[src/rtl/por_reset_sequencer.sv]
// Turns a raw POR flag into NUM_CH active-low resets released one at a time, lowest bit first.
// porb_in reaches the FSM through two flops; every output is registered.
module por_reset_sequencer #(
  parameter int NUM_CH        = 4,
  parameter int HOLD_CYCLES   = 4,
  parameter int FILTER_CYCLES = 16,
  parameter int STAGE_CYCLES  = 8,
  parameter int CNT_W         = 16
) (
  input  logic              clock,
  input  logic              reset,
  input  logic              porb_in,
  input  logic              sw_rst_req,
  output logic [NUM_CH-1:0] rstb_ch,
  output logic              porb_l,
  output logic              por_l,
  output logic              seq_busy,
  output logic [1:0]        seq_state,
  output logic [7:0]        por_events
);

  typedef enum logic [1:0] {
    HOLD   = 2'd0,
    FILTER = 2'd1,
    STAGE  = 2'd2,
    DONE   = 2'd3
  } state_e;

  localparam logic [CNT_W-1:0] HOLD_LAST   = CNT_W'(HOLD_CYCLES - 1);
  localparam logic [CNT_W-1:0] FILTER_LAST = CNT_W'(FILTER_CYCLES - 1);
  localparam logic [CNT_W-1:0] STAGE_LAST  = CNT_W'(STAGE_CYCLES - 1);
  localparam logic [3:0]       LAST_IDX    = 4'(NUM_CH - 1);

  logic              porb_m_q;
  logic              porb_s_q;
  state_e            state_q;
  logic [CNT_W-1:0]  cnt_q;
  logic [3:0]        idx_q;
  logic [NUM_CH-1:0] rstb_q;
  logic              porb_l_q;
  logic              por_l_q;
  logic              busy_q;
  logic [7:0]        events_q;
  logic              abort;

  // Only released states can be aborted; HOLD and FILTER already keep every channel in reset.
  assign abort = ((state_q == STAGE) || (state_q == DONE)) && (!porb_s_q || sw_rst_req);

  always_ff @(posedge clock) begin
    if (reset) begin
      porb_m_q <= 1'b0;
      porb_s_q <= 1'b0;
      state_q  <= HOLD;
      cnt_q    <= '0;
      idx_q    <= '0;
      rstb_q   <= '0;
      porb_l_q <= 1'b0;
      por_l_q  <= 1'b1;
      busy_q   <= 1'b1;
      events_q <= '0;
    end else begin
      porb_m_q <= porb_in;
      porb_s_q <= porb_m_q;
      if (abort) begin
        state_q  <= HOLD;
        cnt_q    <= '0;
        idx_q    <= '0;
        rstb_q   <= '0;
        porb_l_q <= 1'b0;
        por_l_q  <= 1'b1;
        busy_q   <= 1'b1;
        if (events_q != 8'hFF) begin
          events_q <= events_q + 8'd1;
        end
      end else begin
        case (state_q)
          HOLD: begin
            if (cnt_q == HOLD_LAST) begin
              cnt_q   <= '0;
              state_q <= FILTER;
            end else begin
              cnt_q <= cnt_q + CNT_W'(1);
            end
          end
          FILTER: begin
            if (!porb_s_q) begin
              cnt_q <= '0;
            end else if (cnt_q == FILTER_LAST) begin
              cnt_q  <= '0;
              idx_q  <= 4'd1;
              rstb_q <= NUM_CH'(1);
              if (NUM_CH == 1) begin
                state_q  <= DONE;
                porb_l_q <= 1'b1;
                por_l_q  <= 1'b0;
                busy_q   <= 1'b0;
              end else begin
                state_q <= STAGE;
              end
            end else begin
              cnt_q <= cnt_q + CNT_W'(1);
            end
          end
          STAGE: begin
            if (cnt_q == STAGE_LAST) begin
              cnt_q  <= '0;
              idx_q  <= idx_q + 4'd1;
              rstb_q <= rstb_q | (NUM_CH'(1) << idx_q);
              if (idx_q == LAST_IDX) begin
                state_q  <= DONE;
                porb_l_q <= 1'b1;
                por_l_q  <= 1'b0;
                busy_q   <= 1'b0;
              end
            end else begin
              cnt_q <= cnt_q + CNT_W'(1);
            end
          end
          default: begin
          end
        endcase
      end
    end
  end

  assign rstb_ch    = rstb_q;
  assign porb_l     = porb_l_q;
  assign por_l      = por_l_q;
  assign seq_busy   = busy_q;
  assign seq_state  = state_q;
  assign por_events = events_q;

endmodule

[config.mk]
export PLATFORM = sky130hd
export DESIGN_NAME = por_reset_sequencer
export DESIGN_NICKNAME = d
export VERILOG_FILES = /design/src/rtl/por_reset_sequencer.sv
export SDC_FILE = /design/constraint.sdc
export NUM_CORES = 1
export LEC_CHECK = 0
export BUFFER_PORTS_ARGS = -buffer_cell sky130_fd_sc_hd__buf_2
export CAP_MARGIN = 20
export CORE_AREA = 4 4 113 72
export CTS_BUF_LIST = sky130_fd_sc_hd__clkbuf_8
export CTS_CLUSTER_SIZE = 24
export DETAILED_ROUTE_END_ITERATION = 10
export DIE_AREA = 0 0 117 76
export HOLD_SLACK_MARGIN = 0.05
export SYNTH_ARGS = -nofsm -noshare
export SYNTH_HDL_FRONTEND = slang
export SYNTH_SLANG_ARGS = --single-unit
[constraint.sdc]
create_clock -name clock -period 3.08 [get_ports clock]
set_input_delay 0.154 -clock clock [delete_from_list [all_inputs] [get_ports clock]]
set_output_delay 0.154 -clock clock [all_outputs]
set_load 0.01 [all_outputs]
# Word level (Yosys, flattened, before mapping)
# Index checks and enable logic that the tools add are counted.
classes:
  n_addsub: 3
  mul: 0
  div: 0
  magnitude_cmp: 0
  eq_ne: 13
  n_shift: 1
  muxes: 17
  n_bitwise: 1
  reduce_logical: 12
ops:
  columns: ["cell", "count"]
  rows:
  - ["$mux W16", 4]
  - ["$pmux W16 S3", 1]
  - ["$add A16 B1 Y16 const B", 1]
  - ["$eq A16 B2 Y1 const B", 1]
  - ["$eq A16 B3 Y1 const B", 1]
  - ["$eq A16 B4 Y1 const B", 1]
  - ["$mux W4", 4]
  - ["$pmux W4 S2", 2]
  - ["$mux W2", 5]
  - ["$add A8 B1 Y8 const B", 1]
  - ["$ne A8 B8 Y1 const B", 1]
  - ["$ne A2 B2 Y1 const B", 3]
  - ["$pmux W2 S3", 1]
  - ["$reduce_and A6 Y1", 1]
  - ["$add A4 B1 Y4 const B", 1]
  - ["$eq A2 B2 Y1 const B", 2]
  - ["$eq A4 B2 Y1 const B", 1]
  - ["$ne A2 B1 Y1 const B", 2]
  - ["$or A4 B4 Y4", 1]
  - ["$reduce_and A4 Y1", 1]
  - ["$shl A1 B4 Y4 const A", 1]
  - ["$reduce_and A3 Y1", 1]
  - ["$reduce_bool A3 Y1", 1]
  - ["$eq A2 B1 Y1 const B", 1]
  - ["other kinds (7)", 8]
totals:
  register_bits: 38
  latch_bits: 0
  mem_bits_rw: 0
  rom_bits: 0
  inputBits: 4
  elab_cells: 56
  mem_count: 0

# Logic depth before layout (Yosys ltp)
# Gate-level depths: netlist of the first run.
depth:
  depth_word: 4
  depth_mapped: 9
  ltp_nobuf: 7

# Least setup slack after synthesis of the first run
# Ideal clock, no wire load.
synth_path:
  path_kind: "reg-to-reg"
  start: "register state_q[0] (netlist: seq_state[0])"
  end: "register cnt_q[12]"
  setup_time_ps: 101
  arrival_ps: 1976
  t_required_ps: 2979
  path_slack_ps: 1003
  path_stages_with_launch: 8
  n_path_buf: 1
  period_less_slack_ps: 2077
  path_cell_list: "dfxtp_1 inv_1 ha_1 buf_2 or2_2 a21oi_2 nand3b_2 o41ai_1"
synth_between:
  elab_chain_len: 4
  elab_cells_between_ends: 9
synth_lines:
  columns: ["element", "line", "rtl"]
  rows:
  - ["from (decl)", "36", "state_e state_q;"]
  - ["from (signal assigned)", "53", "state_q <= HOLD;"]
  - ["from (signal assigned)", "65", "state_q <= HOLD;"]
  - ["from (signal assigned)", "80", "state_q <= FILTER;"]
  - ["$eq A2 B2 Y1 (on tied branches)", "47, 76", null]
  - ["$logic_or A1 B1 Y1", "47", "assign abort = ((state_q == STAGE) || (state_q == DONE)) && (!porb_s_q || sw_rst_req);"]
  - ["$logic_and A1 B1 Y1", "47", null]
  - ["$reduce_or A2 Y1 (no source line)", null, null]
  - ["to (signal assigned)", "82", "cnt_q <= cnt_q + CNT_W'(1);"]
  - ["to (signal assigned)", "101", "cnt_q <= cnt_q + CNT_W'(1);"]
  - ["to (signal assigned)", "116", "cnt_q <= cnt_q + CNT_W'(1);"]
  - ["to (decl)", "37", "logic [CNT_W-1:0] cnt_q;"]
# Several ways; a longest one is shown, not always the timed one.
# A chain may end at the register's enable or synchronous reset.

# Worst setup path in the final report of the first run
# Same ends and word-level chain as after synthesis.

==> flow_summary.ini, run 1 <==
[worst_setup_path]
crit_chain = inv_1, ha_1, or2_2, a21oi_2, and2_0, a22oi_1, o41ai_1
r2r_slack_ns = 0.48
cp-start-kind = register
cp.required_ns = 3.28
reg2regPathDepth = 7
cp-end-kind = register
max_stage_delay_ns = 0.52
r2r-start = seq_state[0]$_SDFFE_PP0P_
crit_type = reg -> reg
worst_r2r_endpoint = cnt_q[12]$_SDFFE_PP0N_
slowest_stage = and2_0
worstPathMaxFanout = 11
worstPathArrival_ns = 2.80

[finish]
final_common_cell = dfxtp_1
diodes = 0
final_area_um2 = 2390
final_layout_size_suffix_gt1_share_pct = 16.5
final_cells = 351
final_nets = 271
area_growth_pct = 13.8
mostFrequentLayoutCells = 38 x dfxtp_1, 25 x nor2_1, 23 x nand2_1, 20 x buf_2, 18 x nand4_1

[floorplanning]
die-area_um2 = 8890
ioPinCount = 21
rows = 24
dieWidth_um = 117
dieHeight_um = 76
core_area_um2 = 7090
start_util_pct = 29.6

[placement]
dp_cells = 342
placed_cell_area_um2 = 2260
io_buffer_count = 20
place_hpwl_um = 3590
place.gp.congestion = 0.815

[power_and_ir_drop]
p_leak_nw = 0.862
total_power_mw = 1.30
pwr_density_cell_nw_per_um2 = 544
ir_worst_vdd_mv = 0.227

[timing]
finalCriticalPeriod_ns = 2.60
clock-skew-final_ns = 0.00662
setup_viol = 0
rsz0062_at_grt = false
fin_crit_sh_pct = 84.3
slew-limit-headroom_pct = 54.9
hold_viol_final = 0
final.setup.tns_ns = 0
drv_slew = 0
max_freq_mhz = 385
worstMarginPinSlew_ns = 0.671

[grt]
antenna_found_initial = 0
grt_pass1_wl_um = 8130
grt_pass1_vias = 1638
grt_max_degree = 18
grt_overflow = 0
track_usage_pct = 11.6

[clock_network]
htree_levels = 2
clk_pin_slew_worst_paths_ns = 0.08
cts_made_buffers = 5
clockBufferDepth = 2
clock_latency_ns = 0.30
cts_root_buf = clkbuf_8
postCtsResizedCells = 0
post_cts_buffers = 0
cts_tree = done
cts_hold_buffers = 1
clkSinkCount = 38

[detailed_routing]
wl_per_cell_um = 13.9
detail-route-antenna-nets = 0
first_pass_iters = 4
drc_errors = 0
drtIter0Drc = 108
vias_per_cell = 5.25
routed_wl_um = 4870
vias = 1843

[logic_synthesis]
synth-seq-cells = 38
netlist_area_um2 = 2100
async_flop_share_pct = 0
synth.avg_cell_area_um2 = 8.70
ys.flop_type = dfxtp_1
synth_cells = 241
synth.net_count = 253
synth_cell_types = 58
yosysSeqAreaShare_pct = 36.3
synth_enable_flop_cells = 0
yosys_warnings = 0

[run]
max_cap_violations = 0

[min_path]
hp-start = reset
min_to = por_events[0]$_SDFFE_PP0P_
min_path_cells = 2
hp-class = in -> reg

[outcome]
outcome = finished clean
## critical path, delay by kind of cell, from the launching register on
family          cells  cell delay, ns
fa+ha+maj           1            0.35
simple gates        2            0.90
flops               1            0.43
compound gates      3            0.73
buf+inv             1            0.09
## cells in the mapped netlist (2+ instances only)
| cell type | number | area (um^2) |
|---|---|---|
| o21ai_0 | 4 | 20.0 |
| and3_1 | 4 | 25.0 |
| o311ai_1 | 4 | 35.0 |
| or3_1 | 4 | 25.0 |
| and4_1 | 2 | 17.5 |
| nor4_4 | 3 | 63.8 |
| nor3_1 | 4 | 20.0 |
| nor2b_1 | 3 | 18.8 |
| a31oi_1 | 5 | 31.3 |
| o41ai_1 | 3 | 26.3 |
| o2111ai_1 | 3 | 26.3 |
| mux2i_1 | 2 | 20.0 |
| nor2_1 | 25 | 93.8 |
| ha_1 | 8 | 100 |
| a21oi_1 | 8 | 40.0 |
| buf_2 | 5 | 25.0 |
| inv_1 | 14 | 52.6 |
| o31ai_1 | 3 | 22.5 |
| or4b_1 | 2 | 20.0 |
| clkbuf_1 | 4 | 15.0 |
| dfxtp_1 | 38 | 761 |
| or2_2 | 2 | 12.5 |
| nand2_1 | 23 | 86.3 |
| nand3_1 | 8 | 40.0 |
| nand4_1 | 18 | 113 |
| xnor2_1 | 5 | 43.8 |
| xor2_1 | 4 | 35.0 |
| o311ai_0 | 2 | 17.5 |
| a22oi_1 | 2 | 15.0 |
## cell type report
class	instances	area [um^2]
Fill cell	756	4700
Multi-Input combinational cell	177	1220
Sequential cell	38	761
Timing Repair Buffer	23	125
Tap cell	91	114
Clock buffer	5	68.8
Inverter	14	52.6
Clock inverter	3	45.0
## registers in the layout, summed over array words and instances, names as in the netlist
| name | cells |
|---|---|
| rstb_ch | 4 |
| seq_busy | 1 |
| seq_state | 2 |
| porb_m_q | 1 |
| porb_l | 1 |
| por_events | 8 |
| idx_q | 4 |
| cnt_q | 16 |
| porb_s_q | 1 |
## stage by stage
| step | setup slack, ns | hold slack (ns) | util [%] |
|---|---|---|---|
| 2_1_floorplan | 1.00 | 0.282 | - |
| 3_3_place_gp | 0.684 | 0.362 | 31.9 |
| 3_5_place_dp | 0.543 | 0.368 | 31.9 |
| 4_1_cts | 0.527 | 0.172 | 33.7 |
| 5_1_grt | 0.291 | 0.182 | 33.7 |
| 6_report | 0.485 | 0.176 | 33.7 |
## per-layer routing
layer / global-route usage (%) / part of all wire (%) / wire length, um
met1: 17.7 / 55 / 2700
met2: 13.6 / 36 / 1760
met3: 4.92 / 6.9 / 336
met4: 4.58 / 1.4 / 68
met5: 0 / 0 / 0
## logic make-up after synthesis
kind of cell,Yosys count,share of synthesized area (%)
compound gates,51,19.3
xor+xnor,9,3.76
fa+ha+maj,8,4.77
buf+inv,26,5.55
flops,38,36.3
mux,2,0.955
simple gates,107,29.4
## worst max path at each step
stage                         startpoint  slack, ns                      to  cells after the start
6_report       seq_state[0]$_SDFFE_PP0P_       0.48  cnt_q[12]$_SDFFE_PP0N_                      7
4_1_cts        seq_state[0]$_SDFFE_PP0P_       0.53  cnt_q[12]$_SDFFE_PP0N_                      7
3_5_place_dp   seq_state[0]$_SDFFE_PP0P_       0.54  cnt_q[12]$_SDFFE_PP0N_                      7
5_1_grt        seq_state[0]$_SDFFE_PP0P_       0.29   cnt_q[4]$_SDFFE_PP0N_                      7
2_1_floorplan  seq_state[0]$_SDFFE_PP0P_       1.00  cnt_q[12]$_SDFFE_PP0N_                      7
3_3_place_gp   seq_state[0]$_SDFFE_PP0P_       0.68  cnt_q[12]$_SDFFE_PP0N_                      7
## power breakdown
| part | internal [mW] | total [mW] | switching [mW] | leakage [nW] |
|---|---|---|---|---|
| clock | 0.241 | 0.434 | 0.194 | 0.0504 |
| combinational | 0.117 | 0.301 | 0.184 | 0.505 |
| sequential | 0.522 | 0.563 | 0.0404 | 0.307 |
(Power assumes the default switching activity.)
==> run 2, diff against run 1 <==
--- a/config.mk
+++ b/config.mk
@@ -5,13 +5,14 @@
 export SDC_FILE = /design/constraint.sdc
 export NUM_CORES = 1
 export LEC_CHECK = 0
+export ABC_AREA = 1
 export BUFFER_PORTS_ARGS = -buffer_cell sky130_fd_sc_hd__buf_2
 export CAP_MARGIN = 20
-export CORE_AREA = 4 4 113 72
+export CORE_AREA = 4 4 118 75
 export CTS_BUF_LIST = sky130_fd_sc_hd__clkbuf_8
 export CTS_CLUSTER_SIZE = 24
 export DETAILED_ROUTE_END_ITERATION = 10
-export DIE_AREA = 0 0 117 76
+export DIE_AREA = 0 0 122 79
 export HOLD_SLACK_MARGIN = 0.05
 export SYNTH_ARGS = -nofsm -noshare
 export SYNTH_HDL_FRONTEND = slang
==> constraint.sdc (replaced) <==
create_clock -name clock -period 2.3 [get_ports clock]
set_input_delay 0.115 -clock clock [delete_from_list [all_inputs] [get_ports clock]]
set_output_delay 0.115 -clock clock [all_outputs]
set_load 0.01 [all_outputs]
==> run 2 against run 1 <==
Combinational power is 100% higher. First-iteration DRC count grew 40%. Die area up 8.4%. Clock power is essentially flat. Clock-buffer cell count unchanged. Fmax increased by 31%. Non-clock buffer count unchanged. Total power up 39%. Synthesized cell count rose by 44%. Final area up 7.2%. Register-to-register slack got worse by 0.16 ns. Worst setup slack got worse by 0.16 ns. Largest cell class unchanged.
==> flow_summary.ini, run 2 <==
[power_and_ir_drop]
p_switching_mw = 0.712
power_frac_comb_pct = 33.7
power_frac_clock_pct = 24.2
pwr_density_cell_nw_per_um2 = 704
p_leak_nw = 0.999
p_int_mw = 1.09
ir_worst_vdd_mv = 0.276
p_sw_share_pct = 39.6
seqPwrFrac_pct = 42.2

[logic_synthesis]
netlist_top_cells_area = dfxtp_1 34%, nand2_1 16%, nor2_1 9.0%
synth_cells = 347
synth_top_family_by_area = simple AND/OR/NAND/NOR gates
synthAdderAreaFrac_pct = 4.42
synth_top_cell_area_share_pct = 33.6
synth.area.mux_share_pct = 0
synth-xor-area-share_pct = 4.26
ys.flop_type = dfxtp_1
synth_commonest_cells = 95 x nand2_1, 54 x nor2_1, 38 x dfxtp_1, 31 x inv_1, 30 x a21oi_1
synth-simple-area-share_pct = 39.8
synth-seq-cells = 38
yosysSeqAreaShare_pct = 33.6
synth.net_count = 359
synth_top_area_cell = dfxtp_1
synth-compound-area-share_pct = 9.85
synth_cell_types = 28
netlist_area_um2 = 2260
yosys_warnings = 0
synth_most_common_cell = nand2_1
synth.avg_cell_area_um2 = 6.52
synth_enable_flop_cells = 0
async_flop_share_pct = 0

[detailed_routing]
first_pass_iters = 4
vias_per_cell = 4.43
detail-route-antenna-nets = 0
wl_met2_um = 1790
wl_met3_um = 493
top_layer_used = met4
drc_errors = 0
routed_wl_um = 5360
wl_per_cell_um = 11.2
drtIter0Drc = 151
vias = 2119
wl_met1_um = 3010

[worst_setup_path]
cp-start-kind = register
cp-end-kind = register
worstPathMaxFanout = 16
r2r-start = cnt_q[1]$_SDFFE_PP0N_
worstPathArrival_ns = 2.13
crit_type = reg -> reg
critPathLaunch = cnt_q[1]$_SDFFE_PP0N_
cp.required_ns = 2.45

[min_path]
hp-start = reset
hp-class = in -> reg

[clock_network]
clk_pin_slew_worst_paths_ns = 0.07
cts_root_buf = clkbuf_8
cts_made_buffers = 5
clockBufferDepth = 2
htree_levels = 2
clock_latency_ns = 0.29
clkSinkCount = 38
cts_tree = done

[finish]
final_layout_size_suffix_gt1_share_pct = 13.5
largest_reg_flops = 16
diodes = 0
final_common_cell = nand2_1
area_growth_pct = 13.1
top_register = cnt_q
fin_util_pct = 33.1
final_nets = 382
mostFrequentLayoutCells = 95 x nand2_1, 54 x nor2_1, 38 x dfxtp_1, 33 x inv_1, 29 x a21oi_1

[timing]
finalCriticalPeriod_ns = 1.98
max_freq_mhz = 505
rsz0062_at_grt = false
hold_viol_final = 0
final.setup.tns_ns = 0
slew-limit-headroom_pct = 51.4
clock-skew-final_ns = 0.00520
setup_viol = 0
worstMarginPinSlew_ns = 0.728
fin_crit_sh_pct = 86.1
drv_slew = 0

[floorplanning]
dieWidth_um = 122
ioPinCount = 21
die-area_um2 = 9640
core_area_um2 = 7730
rows = 25
dieHeight_um = 79
start_util_pct = 29.3

[grt]
track_usage_pct = 12.1
antenna_found_initial = 0
grt_pass1_vias = 1904
grt_pass1_wl_um = 9430
grt_max_degree = 21
grt_overflow = 0

[run]
max_cap_violations = 0

[outcome]
outcome = finished clean

[placement]
place.gp.congestion = 0.905
place_hpwl_um = 4030
io_buffer_count = 20
[run 2: cell types whose count changed after synthesis, sizes merged, moves of 5 or more]
| cell | before | now |
|---|---|---|
| a21oi | 9 | 32 |
| a31oi | 5 | 0 |
| inv | 14 | 35 |
| nand2 | 23 | 100 |
| nand3 | 8 | 30 |
| nand4 | 18 | 7 |
| nor2 | 25 | 60 |
| o311ai | 6 | 0 |
[run 2: path summary, 6_finish.rpt]
path | to | slack (ns) | cells after the start
setup / recovery | cnt_q[6]$_SDFFE_PP0N_ | 0.32 | 10
hold / removal | por_events[7]$_SDFFE_PP0P_ | 0.07 | 2
setup reg to reg | cnt_q[6]$_SDFFE_PP0N_ | 0.32 | 10
hold reg to reg | porb_s_q$_SDFF_PP0_ | 0.40 | 2
[run 2: cell families after synthesis]
| logic type | count (synthesis) |
|---|---|
| adder cells (fa/ha/maj) | 8 |
| flip-flops | 38 |
| buffers and inverters | 43 |
| XOR/XNOR | 11 |
| AO/OA/AOI/OAI | 41 |
| AND/OR/NAND/NOR | 206 |
[run 2: cell type report]
class                      instances  area [um^2]
clock buffer                       5         68.8
sequential                        38          761
fill                             841         5170
inverter                          36          136
tap                              108          135
multi-input combinational        266         1320
timing repair buffer              23          125
clock inverter                     2         7.51
[run 2: repair_timing]
action,4_1_cts,5_1_grt
setup endpoints to repair,0,1
buffers inserted,0,0
resized for setup,0,1
endpoints found under the hold margin,1,0
hold buffers,1,0
[run 2: routing by layer]
metal  track usage (%)  up-vias
li1                  -     1147
met1              19.5      898
met2              15.3       67
met3              3.20        7
met4              3.02        0
met5                 0        -
[run 2: through the flow]
stage	hold slack (ns)	setup slack [ns]	cells	power, mW	area [um^2]
2_1_floorplan	0.184	0.581	347	1.22	2260
3_5_place_dp	0.335	0.330	470	1.36	2470
3_3_place_gp	0.336	0.293	470	1.37	2470
6_report	0.0724	0.321	478	1.80	2560
4_1_cts	0.0686	0.334	478	1.80	2550
5_1_grt	0.0757	0.101	478	1.93	2560
[run 2: worst max-delay path, cell delays in order (launching register included)]
cell     delay, ns
dfxtp_1       0.39
ha_1          0.28
nand2_2       0.12
nor2_4        0.16
inv_2         0.07
nor2_4        0.09
nand2_2       0.07
nand3_2       0.07
nand3_2       0.31
nand2_1       0.19
a21oi_1       0.07
[run 2: power by group through the flow]
| stage | clock network, mW | registers [mW] | logic [mW] |
|---|---|---|---|
| floorplan | 0 | 0.774 | 0.442 |
| finish | 0.435 | 0.759 | 0.606 |
| global placement | 0 | 0.770 | 0.597 |
| global route | 0.476 | 0.769 | 0.683 |
| CTS | 0.449 | 0.759 | 0.594 |
| detailed placement | 0 | 0.774 | 0.590 |
==> run 3, diff against run 2 <==
--- a/config.mk
+++ b/config.mk
@@ -8,12 +8,14 @@
 export ABC_AREA = 1
 export BUFFER_PORTS_ARGS = -buffer_cell sky130_fd_sc_hd__buf_2
 export CAP_MARGIN = 20
-export CORE_AREA = 4 4 118 75
+export CORE_AREA = 4 4 88 57
 export CTS_BUF_LIST = sky130_fd_sc_hd__clkbuf_8
 export CTS_CLUSTER_SIZE = 24
 export DETAILED_ROUTE_END_ITERATION = 10
-export DIE_AREA = 0 0 122 79
+export DIE_AREA = 0 0 92 61
 export HOLD_SLACK_MARGIN = 0.05
+export PLACE_DENSITY = 0.76
+export SLEW_MARGIN = 5
 export SYNTH_ARGS = -nofsm -noshare
 export SYNTH_HDL_FRONTEND = slang
 export SYNTH_SLANG_ARGS = --single-unit
==> run 3 against run 2 <==
Hold slack got worse by 0.0030 ns. Final area barely moved. Highest routed layer unchanged. Total power is 13% higher. Via count is 3.3% higher. Largest power group unchanged. Final cell count down 9.8%. Routed wire length fell by 1.7%. Sequential share of layout area is essentially flat. Critical path depth decreased by 2. Largest cell class unchanged. Global-route usage grew 8.7 points. Combinational power shrank 4.8%. Non-clock buffer count did not move.
==> flow_summary.ini, run 3 (synthesis gave the netlist of run 2 again) <==
[clock_network]
clockBufferDepth = 2
postCtsResizedCells = 0
htree_levels = 2
cts_root_buf = clkbuf_8
clock_latency_ns = 0.30
clkSinkCount = 38
cts_hold_buffers = 1
clk_pin_slew_worst_paths_ns = 0.09
cts_tree = done
cts_made_buffers = 5
post_cts_buffers = 0

[floorplanning]
die-area_um2 = 5610
start_util_pct = 55.2
rows = 18
dieHeight_um = 61
core_area_um2 = 4100
ioPinCount = 21
dieWidth_um = 92

[worst_setup_path]
cpLargestDelayFamily = simple AND/OR/NAND/NOR gates
max_stage_delay_ns = 0.42
cp.required_ns = 2.49
worst_r2r_endpoint = idx_q[0]$_SDFFE_PP0P_
reg2regPathDepth = 8
slowest_stage = dfxtp_1
path_depth = 8
r2r_slack_ns = 0.29
worstPathMaxFanout = 7
critPathLaunch = seq_state[1]$_SDFFE_PP0P_
crit_top_cell = inv_1
worstPathArrival_ns = 2.20
cp-end-kind = register
crit_chain = inv_1, ha_1, nand2_1, inv_1, a21oi_1, nand3_1, nor3_1, nor2_1
cp-start-kind = register
crit_type = reg -> reg
worstPathBufferInverterCount = 2
r2r-start = seq_state[1]$_SDFFE_PP0P_

[run]
max_cap_violations = 0

[timing]
final.setup.tns_ns = 0
hold_ws_ns = 0.0694
finalCriticalPeriod_ns = 2.01
drv_slew = 0
rsz0062_at_grt = false
slew-limit-headroom_pct = 50.0
setup_viol = 0
max_freq_mhz = 498
worstMarginPinSlew_ns = 0.749
clock-skew-final_ns = 0.0143
hold_viol_final = 0
fin_crit_sh_pct = 87.3

[detailed_routing]
detail-route-antenna-nets = 0
routed_wl_um = 5270
vias = 2188
wl_per_cell_um = 12.2
first_pass_iters = 4
drc_errors = 0
drtIter0Drc = 175
vias_per_cell = 5.08

[grt]
grt_overflow = 0
track_usage_pct = 20.8
grt_max_degree = 21
grt_pass1_wl_um = 9180
antenna_found_initial = 0
grt_pass1_vias = 1995

[finish]
final_nets = 382
top_register = cnt_q
diodes = 0
multi_input_area_um2 = 1320
final_layout_size_suffix_gt1_share_pct = 14.0
seqCellArea_um2 = 761
fillCellCount = 391
mostFrequentLayoutCells = 95 x nand2_1, 54 x nor2_1, 38 x dfxtp_1, 31 x inv_1, 30 x a21oi_1
final_common_cell = nand2_1
largest_reg_flops = 16
area_growth_pct = 12.9

[min_path]
min_path_cells = 2
hp-class = in -> reg
hp-start = reset
min_to = por_events[7]$_SDFFE_PP0P_

[placement]
place_hpwl_um = 3840
place.gp.congestion = 0.920
io_buffer_count = 20

[power_and_ir_drop]
p_leak_nw = 1.02
ir_worst_vdd_mv = 0.436
pwr_density_cell_nw_per_um2 = 793

[outcome]
outcome = finished clean
[run 3: cell type report]
type	instances	area share [%]
clock buffer	5	2.69
clock inverter	3	2.69
inverter	36	5.34
multi-input combinational	266	51.7
sequential	38	29.8
tap	60	2.94
timing repair buffer	23	4.90
[run 3: worst max path at each step]
stage,endpoint,slack [ns]
finish,idx_q[0]$_SDFFE_PP0P_,0.29
global route,idx_q[3]$_SDFFE_PP0P_,0.14
CTS,idx_q[0]$_SDFFE_PP0P_,0.33
detailed placement,cnt_q[7]$_SDFFE_PP0N_,0.35
global placement,idx_q[0]$_SDFFE_PP0P_,0.40
floorplan,idx_q[0]$_SDFFE_PP0P_,0.58
[run 3: per-stage QoR]
stage	setup slack, ns	cells	util [%]	power, mW	instance area [um^2]
5_1_grt	0.138	431	62.3	2.14	2550
3_5_place_dp	0.346	422	58.7	1.34	2410
4_1_cts	0.325	431	62.3	2.02	2550
3_3_place_gp	0.395	422	58.7	1.33	2410
2_1_floorplan	0.581	347	-	1.22	2260
6_report	0.293	431	62.3	2.03	2550
[run 3: power breakdown]
group          internal, mW  switching (mW)
Combinational         0.176           0.400
Clock                 0.435           0.257
Sequential            0.707          0.0508
[run 3: metal layers]
| metal | global-route usage (%) | wire length, um |
|---|---|---|
| met5 | 0 | 0 |
| met4 | 7.61 | 76 |
| met3 | 4.58 | 368 |
| met2 | 32.7 | 2190 |
| met1 | 28.5 | 2640 |
